==> config.mk <==
export PLATFORM = sky130hd
export DESIGN_NAME = instruction_fetch_decode_flat
export DESIGN_NICKNAME = d
export VERILOG_FILES = /design/src/rtl/soc_pkg.sv /design/src/rtl/instruction_fetch_decode_if.sv /design/src/rtl/instruction_fetch_decode.sv /design/src/flat_wrapper.sv
export SDC_FILE = /design/constraint.sdc
export NUM_CORES = 1
export LEC_CHECK = 0
export ABC_AREA = 1
export CAP_MARGIN = 10
export CORE_AREA = 4 4 126 128
export DETAILED_ROUTE_END_ITERATION = 12
export DIE_AREA = 0 0 130 132
export PLACE_DENSITY = 0.71
export SLEW_MARGIN = 30
export SYNTH_ARGS = -nofsm -noshare
export SYNTH_HDL_FRONTEND = slang
export SYNTH_SLANG_ARGS = --single-unit
==> constraint.sdc <==
create_clock -name Clk -period 3.45 [get_ports Clk]
set_input_delay 0.69 -clock Clk [delete_from_list [all_inputs] [get_ports Clk]]
set_output_delay 0.69 -clock Clk [all_outputs]
set_load 0.02 [all_outputs]
==> src/rtl/soc_pkg.sv <==
// Shared types and constants for the instruction fetch/decode block:
// the FSM state encoding, the decoded instruction fields, and the bus widths.
package soc_pkg;

  localparam int ADDR_W  = 16;
  localparam int DATA_W  = 256;
  localparam int INSTR_W = 32;

  localparam logic [7:0] OP_STOP = 8'hFF;

  typedef enum logic [2:0] {
    IDLE,
    FETCH,
    WAIT,
    ISSUE,
    HALT
  } fsm_state_e;

  typedef struct packed {
    logic [7:0] opcode;
    logic [7:0] dest;
    logic [7:0] src1;
    logic [7:0] src2;
  } instr_fields_t;

  // Field order in the struct matches the instruction word, most significant byte first.
  function automatic instr_fields_t decode_instr(input logic [INSTR_W-1:0] word);
    return instr_fields_t'(word);
  endfunction

endpackage

==> src/rtl/instruction_fetch_decode_if.sv <==
// Instruction-memory read bus plus the decoded-instruction handshake to execute.
// The master modport is the fetch/decode side; the slave modport is memory plus execute.
interface instruction_fetch_decode_if;
  import soc_pkg::*;

  logic [DATA_W-1:0] InstructDataOut;
  logic [ADDR_W-1:0] address;
  logic              nRead;

  logic              instr_valid;
  logic              instr_ready;
  logic [7:0]        opcode;
  logic [7:0]        dest;
  logic [7:0]        src1;
  logic [7:0]        src2;

  modport master (
    input  InstructDataOut, instr_ready,
    output address, nRead, instr_valid, opcode, dest, src1, src2
  );

  modport slave (
    output InstructDataOut, instr_ready,
    input  address, nRead, instr_valid, opcode, dest, src1, src2
  );

endinterface

==> src/rtl/instruction_fetch_decode.sv <==
// Fetches 32-bit instruction words from a fixed-latency memory, splits them into
// opcode/dest/src1/src2 and hands each one to execute with a valid/ready handshake.
module instruction_fetch_decode
  import soc_pkg::*;
#(
  parameter logic [ADDR_W-1:0] INSTR_BASE  = 16'h1000,
  parameter logic [ADDR_W-1:0] INSTR_DEPTH = 16'd64,
  parameter int unsigned       READ_LAT    = 1
) (
  input  logic                        Clk,
  input  logic                        nReset,
  instruction_fetch_decode_if.master  bus,
  output logic                        halt,
  output logic                        fetch_overrun,
  output logic [15:0]                 instr_count
);

  localparam logic [ADDR_W-1:0] PC_END   = INSTR_BASE + INSTR_DEPTH;
  localparam logic [2:0]        LAT_LAST = 3'(READ_LAT - 1);

  fsm_state_e        state_q, state_d;
  logic [ADDR_W-1:0] pc_q, pc_d;
  logic [2:0]        lat_q, lat_d;
  instr_fields_t     fields_q, fields_d;
  logic [15:0]       count_q, count_d;
  logic              halt_q, halt_d;
  logic              overrun_q, overrun_d;

  logic [ADDR_W-1:0] pc_inc;
  logic              bus_active;

  // Only the low instruction word of the wide memory bus carries information.
  logic unused_data_bits;
  assign unused_data_bits = ^bus.InstructDataOut[DATA_W-1:INSTR_W];

  assign pc_inc = pc_q + 16'd1;

  always_comb begin
    // NOTE: every next-state signal gets its hold value first so no path through
    // the case statement leaves one unassigned and infers a latch.
    state_d   = state_q;
    pc_d      = pc_q;
    lat_d     = lat_q;
    fields_d  = fields_q;
    count_d   = count_q;
    halt_d    = halt_q;
    overrun_d = overrun_q;

    case (state_q)
      IDLE: begin
        state_d = FETCH;
      end

      FETCH: begin
        lat_d   = 3'd0;
        state_d = WAIT;
      end

      WAIT: begin
        if (lat_q == LAT_LAST) begin
          fields_d = decode_instr(bus.InstructDataOut[INSTR_W-1:0]);
          state_d  = ISSUE;
        end else begin
          lat_d = lat_q + 3'd1;
        end
      end

      ISSUE: begin
        if (bus.instr_ready) begin
          count_d = (count_q == 16'hFFFF) ? count_q : count_q + 16'd1;
          pc_d    = pc_inc;
          // A stop word ends cleanly even when it is also the last word in range.
          if (fields_q.opcode == OP_STOP) begin
            halt_d  = 1'b1;
            state_d = HALT;
          end else if (pc_inc == PC_END) begin
            overrun_d = 1'b1;
            state_d   = HALT;
          end else begin
            state_d = FETCH;
          end
        end
      end

      HALT: begin
        state_d = HALT;
      end

      default: begin
        state_d = IDLE;
      end
    endcase
  end

  always_ff @(posedge Clk or negedge nReset) begin
    if (!nReset) begin
      state_q   <= IDLE;
      pc_q      <= INSTR_BASE;
      lat_q     <= 3'd0;
      fields_q  <= '0;
      count_q   <= 16'd0;
      halt_q    <= 1'b0;
      overrun_q <= 1'b0;
    end else begin
      // NOTE: non-blocking assignments so every register samples the pre-edge
      // values, independent of statement order.
      state_q   <= state_d;
      pc_q      <= pc_d;
      lat_q     <= lat_d;
      fields_q  <= fields_d;
      count_q   <= count_d;
      halt_q    <= halt_d;
      overrun_q <= overrun_d;
    end
  end

  // The read strobe and address stay up from the fetch cycle through the capture cycle.
  assign bus_active      = (state_q == FETCH) || (state_q == WAIT);
  assign bus.address     = bus_active ? pc_q : '0;
  assign bus.nRead       = !bus_active;

  assign bus.instr_valid = (state_q == ISSUE);
  assign bus.opcode      = fields_q.opcode;
  assign bus.dest        = fields_q.dest;
  assign bus.src1        = fields_q.src1;
  assign bus.src2        = fields_q.src2;

  assign halt            = halt_q;
  assign fetch_overrun   = overrun_q;
  assign instr_count     = count_q;

endmodule

==> src/flat_wrapper.sv <==
// flat-port wrapper written by rule: the top's interface ports become plain ports
module instruction_fetch_decode_flat import soc_pkg::*;
#(
  parameter logic [ADDR_W-1:0] INSTR_BASE  = 16'h1000,
  parameter logic [ADDR_W-1:0] INSTR_DEPTH = 16'd64,
  parameter int unsigned       READ_LAT    = 1
)
  (Clk, nReset, halt, fetch_overrun, instr_count, bus_InstructDataOut, bus_instr_ready, bus_address, bus_nRead, bus_instr_valid, bus_opcode, bus_dest, bus_src1, bus_src2);
  instruction_fetch_decode_if bus_i ();
  input  logic Clk;
  input  logic nReset;
  output logic halt;
  output logic fetch_overrun;
  output logic [15:0] instr_count;
  input wire logic [$bits(bus_i.InstructDataOut)-1:0] bus_InstructDataOut;
  input wire logic [$bits(bus_i.instr_ready)-1:0] bus_instr_ready;
  output wire logic [$bits(bus_i.address)-1:0] bus_address;
  output wire logic [$bits(bus_i.nRead)-1:0] bus_nRead;
  output wire logic [$bits(bus_i.instr_valid)-1:0] bus_instr_valid;
  output wire logic [$bits(bus_i.opcode)-1:0] bus_opcode;
  output wire logic [$bits(bus_i.dest)-1:0] bus_dest;
  output wire logic [$bits(bus_i.src1)-1:0] bus_src1;
  output wire logic [$bits(bus_i.src2)-1:0] bus_src2;
  assign bus_i.InstructDataOut = bus_InstructDataOut;
  assign bus_i.instr_ready = bus_instr_ready;
  assign bus_address = bus_i.address;
  assign bus_nRead = bus_i.nRead;
  assign bus_instr_valid = bus_i.instr_valid;
  assign bus_opcode = bus_i.opcode;
  assign bus_dest = bus_i.dest;
  assign bus_src1 = bus_i.src1;
  assign bus_src2 = bus_i.src2;
  instruction_fetch_decode #(.INSTR_BASE(INSTR_BASE), .INSTR_DEPTH(INSTR_DEPTH), .READ_LAT(READ_LAT)) u_core (.Clk(Clk), .nReset(nReset), .bus(bus_i), .halt(halt), .fetch_overrun(fetch_overrun), .instr_count(instr_count));
endmodule
### Yosys cells after proc, flatten, opt, wreduce, memory -nomap -nowiden

Index checks and enable logic that the tools add are counted.

* flip-flop bits (word level): 72
* input port bits: 259
* output and inout bits: 68
* logic and storage cells: 45

* add/sub/neg operators: 3
* eq/ne operators: 10
* mux-type cells: 8
* bitwise operators: 2
* reduce and logical (&&, ||, !) cells: 12

Operator list (count)
* adder 16 x 1 -> 16 bit, second input constant: 2
* equality test 16 x 13 -> 1 bit, second input constant: 1
* equality test 16 bit, second input constant: 1
* 2-to-1 mux 16 bit: 1
* 2-to-1 mux 3 bit: 5
* one-hot mux 3 bit (5 select lines): 1
* equality test 8 bit, second input constant: 1
* AND reduction 2 bit: 4
* equality test 3 x 2 -> 1 bit, second input constant: 2
* logical NOT 3 bit: 2
* one-hot mux 3 bit (2 select lines): 1
* AND reduction 3 bit: 2
* inequality test 2 bit, second input constant: 2
* AND reduction 4 bit: 1
* adder 3 x 1 -> 3 bit, second input constant: 1
* equality test 3 x 1 -> 1 bit, second input constant: 1
* equality test 3 bit, second input constant: 1
* inequality test 2 x 1 -> 1 bit, second input constant: 1
* inverter 1 bit: 2
* nonzero test 2 bit: 1
* logical NOT 1 bit: 1
* logical OR 1 bit: 1

### Logic depth before layout (Yosys ltp)

Gate-level depths: netlist of the first run.

* word-level depth: 6
* depth in mapped cells: 15

### Worst setup path before layout of the first run

Ideal clock, no wire load.

* path kind: flip-flop to output port
* start: reg u_core.state_q[2]
* end: out bus_address[10]
* arrival: 1584 ps
* data required time: 2760 ps
* path slack: 1176 ps
* cell stages (with the launch flop): 7
* path through: dfrtp_1 > nor3_1 > inv_1 > nand2_1 > clkinv_1 > clkbuf_1 > nor2_1

* word-level cells in the longest chain between the ends: 3
* elaborated cells between the ends (all ways): 4
* classes of those cells: 2 x eq/ne; 1 x mux; 1 x reduce/logical

Ends and longest elaborated chain
* start, declared: RTL line instruction_fetch_decode.sv:21 `fsm_state_e state_q, state_d;`
* start signal, assigned: RTL line instruction_fetch_decode.sv:107 `state_q <= state_d;`
* equality test 3 x 1 -> 1 bit or equality test 3 x 2 -> 1 bit (tied branches): RTL line instruction_fetch_decode.sv:118 `assign bus_active = (state_q == FETCH) || (state_q == WAIT);`
* logical OR 1 bit (*): RTL line instruction_fetch_decode.sv:118
* 2-to-1 mux 16 bit (*): RTL line instruction_fetch_decode.sv:119 `assign bus.address = bus_active ? pc_q : '0;`
* end, declared: RTL line flat_wrapper.sv:17 `output wire logic [$bits(bus_i.address)-1:0] bus_address;`

Mark *: on every way between the ends. The rest lies on a longest branch, timed or not.

### Worst setup path in the final report of the first run

* start: reg u_core.state_q[2]
* end: out bus_address[4]

The elaborated chain is that of the path after synthesis.

==> flow_summary_export.csv, run 1 <==
group,metric,value,unit
run_status,status,"complete, no violations",
clock_tree,cts.clk_slew.worst_paths,60,ps
worst_setup_path,reg2regPathDepth,7,
worst_setup_path,slowest_delay,650,ps
route,wire_per_inst,12.84,um
run,maxCapViolations,0,
worst_setup_path,end_kind,"output pin",
clock_tree,clkSinkCount,72,
cells_and_area,diodes,0,
grt,use_met1,14.37,%
yosys,ys_warn_count,0,
yosys,synthArstFlopShare,100.0,%
timing,setup-tns-final,0,ps
yosys,synth_ff_type,"dfrtp_1",
cells_and_area,layout.nets,749,
clock_tree,cts_setup_buffers,0,
floorplan,die_h,132,um
floorplan,start_util,23.80,%
power,power_leakage,0.002150,uW
yosys,avgSynthCellArea,9.361,um2
timing,finalWorstPathRequiredPeriod,2981,ps
clock_tree,htree_levels,3,
worst_setup_path,crit_fanout,18,
yosys,synthTopCellsByCount,"nand2_1, dfrtp_1, nor2_1",
timing,slew_viol_final,0,
worst_setup_path,critical_path_class,"register to output pin",
grt,grtUsageTotal,10.64,%
power,power,4257,uW
floorplan,boundaryPins,327,
yosys,synth.most_common_cell,"nand2_1",
grt,grt_pass1_vias,2875,
route,drc_errors,0,
floorplan,die_area,17160,um2
worst_setup_path,path_delay_family,"buffers and inverters",
floorplan,fp-row-count,45,
cells_and_area,drive_above_1_share,15.07,%
grt,grt_util_met2,15.07,%
route,drtIter0Drc,117,
clock_tree,cts.repair.resized,0,
worst_setup_path,cp-start-kind,"register",
cells_and_area,post-route-util,34.27,%
timing,finClkSkew,5.854,ps
power,p_per_area,835.8,nW/um2
clock_tree,cts_buffers,9,
timing,hold_viol,0,
placement,gp_congestion,0.8694,
route,vias_per_cell,4.234,
placement,hpwl,6427,um
yosys,seq_area_frac_synth,50.95,%
grt,met3_usage,5.511,%
yosys,netlist_instances,378,
route,ant_nets,0,
clock_tree,cts-root-buf,"clkbuf_16",
floorplan,die_x,130,um
worst_setup_path,crit_chain,"nor3_1 > inv_1 > nand2_1 > clkinv_1 > buf_4 > nor2_1 > clkdlybuf4s50_1",
placement,io_buffers,102,
yosys,synth_top_area_cell,"dfrtp_1",
clock_tree,max-clock-path-buffers,2,
grt,grt_max_degree,73,
yosys,synth_area_leaders,"dfrtp_1, mux2_2, nand2_1",
yosys,yosys.area.top_type_share,50.21,%
cells_and_area,register_area,1803,um2
yosys,syn_nets,641,
worst_setup_path,cp_slowest_cell,"clkdlybuf4s50_1",
yosys,syn_area,3538,um2
worst_setup_path,worstPathArrival,2290,ps
timing,period_share,86.41,%
route,drtPass1Iterations,6,
yosys,synth_edf_count,0,
clock_tree,hold_buffers,0,
route,vias,2875,
cells_and_area,nFillCells,1565,
timing,fmax,335.4,MHz
clock_tree,clock_latency,330,ps
timing,worstMarginPinSlew,654.9,ps
cells_and_area,multi_input_area,1554,um2
route,routed_wl,8719,um
timing,setup_viol,0,
grt,grt-ovfl-total,0,
power,irDropWorstVdd,0.5179,mV
clock_tree,cts_tree,"done",
yosys,ys_ff_latch,72,
worst_setup_path,reg2reg_slack,1560,ps
cells_and_area,syn2layout_area_growth,43.95,%
grt,grt_antenna_before_repair,0,
timing,slew-limit-headroom,56.34,%
timing,rsz0062_at_grt,"false",
grt,grt_pass1_wl,14610,um
worst_setup_path,cp.depth,7,
yosys,synth.distinct_cells,33,
worst_setup_path,cp.required,2760,ps
floorplan,coreArea,14860,um2
worst_setup_path,cp.buffers_inverters,4,
min_path,hold_path.class,"primary input to async pin",
grt,busiest_layer,"met2",
## report_power, final
part           leakage, uW  internal, uW  total [uW]  switching (uW)
combinational      0.00109           897        1910            1010
sequential        0.000905          1150        1360             208
clock             0.000156           634         995             361
total              0.00215          2680        4260            1580
## cell type report
type | instances | share of cell area [%]
sequential | 72 | 35.40
multi-input combinational | 262 | 30.51
timing repair buffer | 104 | 20.36
tap | 188 | 4.618
clock buffer | 9 | 4.422
inverter | 37 | 2.825
clock inverter | 7 | 1.867
## sequential cells by signal (all words and copies together), names as in the netlist
register / flops
u_core.pc_q: 16
u_core.instr_count: 16
u_core.halt: 1
u_core.bus.src1: 8
u_core.bus.dest: 8
u_core.state_q: 3
u_core.bus.src2: 8
u_core.lat_q: 3
u_core.fetch_overrun: 1
u_core.bus.opcode: 8
## cells by family after synthesis
kind of cell    synth area share [%]
compound gates                 3.925
simple gates                   23.69
mux                            10.18
xor+xnor                       4.703
fa+ha+maj                      1.414
buf+inv                        5.127
flops                          50.95
## final timing paths
kind	to	from
setup / recovery	bus_address[4]	u_core.state_q[2]
hold / removal	u_core.bus.dest[7]	nReset
min in group Clk	u_core.fetch_overrun	u_core.fetch_overrun
setup reg to reg	u_core.bus.opcode[5]	u_core.lat_q[0]
hold reg to reg	u_core.fetch_overrun	u_core.fetch_overrun
max in group asynchronous	u_core.pc_q[4]	nReset
## cells in the final DEF, fill, tap and decap left out, drive strengths merged
cell type      netlist  layout
dfstp                1       1
clkdlybuf4s50        0     101
nor4                 2       2
a22o                 1       1
nand3               16      16
inv                 35      36
or4                  1       1
o21ai               21      21
nor2                45      45
nor3                 9       9
clkinvlp             0       1
xnor2                7       7
a21oi                2       2
dfrtp               71      71
and3                 1       1
o21bai               2       2
buf                  4       3
bufinv               0       2
nand4                9       9
ha                   4       4
xor2                12      12
nand2               98      98
mux2                32      32
clkinv               2       5
clkbuf               3       9
## layer usage
metal	routed length, um	part of all wire [%]	vias to the layer above
met2	3817	44	90
li1	-	-	1437
met3	814	9.3	8
met4	106	1.2	0
met5	0	0	-
met1	3981	46	1340
## through the flow
step	hold WS [ps]	worst slack, ps	cells	instance area, um2
after floorplan	394.4	1176	378	3538
after global placement	463.8	817.0	663	4770
after detailed placement	461.8	838.2	663	4770
after CTS	478.7	452.3	679	5090
after global routing	426.7	285.9	679	5094
final	376.8	468.8	679	5094
No activity file was read; power rests on OpenSTA's default activity.
==> inputs of run 2 (changes only) <==
--- a/config.mk
+++ b/config.mk
@@ -6,10 +6,10 @@
 export NUM_CORES = 1
 export LEC_CHECK = 0
 export ABC_AREA = 1
-export CAP_MARGIN = 10
 export CORE_AREA = 4 4 126 128
 export DETAILED_ROUTE_END_ITERATION = 12
 export DIE_AREA = 0 0 130 132
+export HOLD_SLACK_MARGIN = 0.1
 export PLACE_DENSITY = 0.71
 export SLEW_MARGIN = 30
 export SYNTH_ARGS = -nofsm -noshare
==> results of run 2 <==
Final layout, timing and power as in run 1 (identical DEF).
==> inputs of run 3 (changes only) <==
--- a/config.mk
+++ b/config.mk
@@ -15,3 +15,4 @@
 export SYNTH_ARGS = -nofsm -noshare
 export SYNTH_HDL_FRONTEND = slang
 export SYNTH_SLANG_ARGS = --single-unit
+export TNS_END_PERCENT = 100
==> results of run 3 <==
Final layout, timing and power as in run 1 (identical DEF).
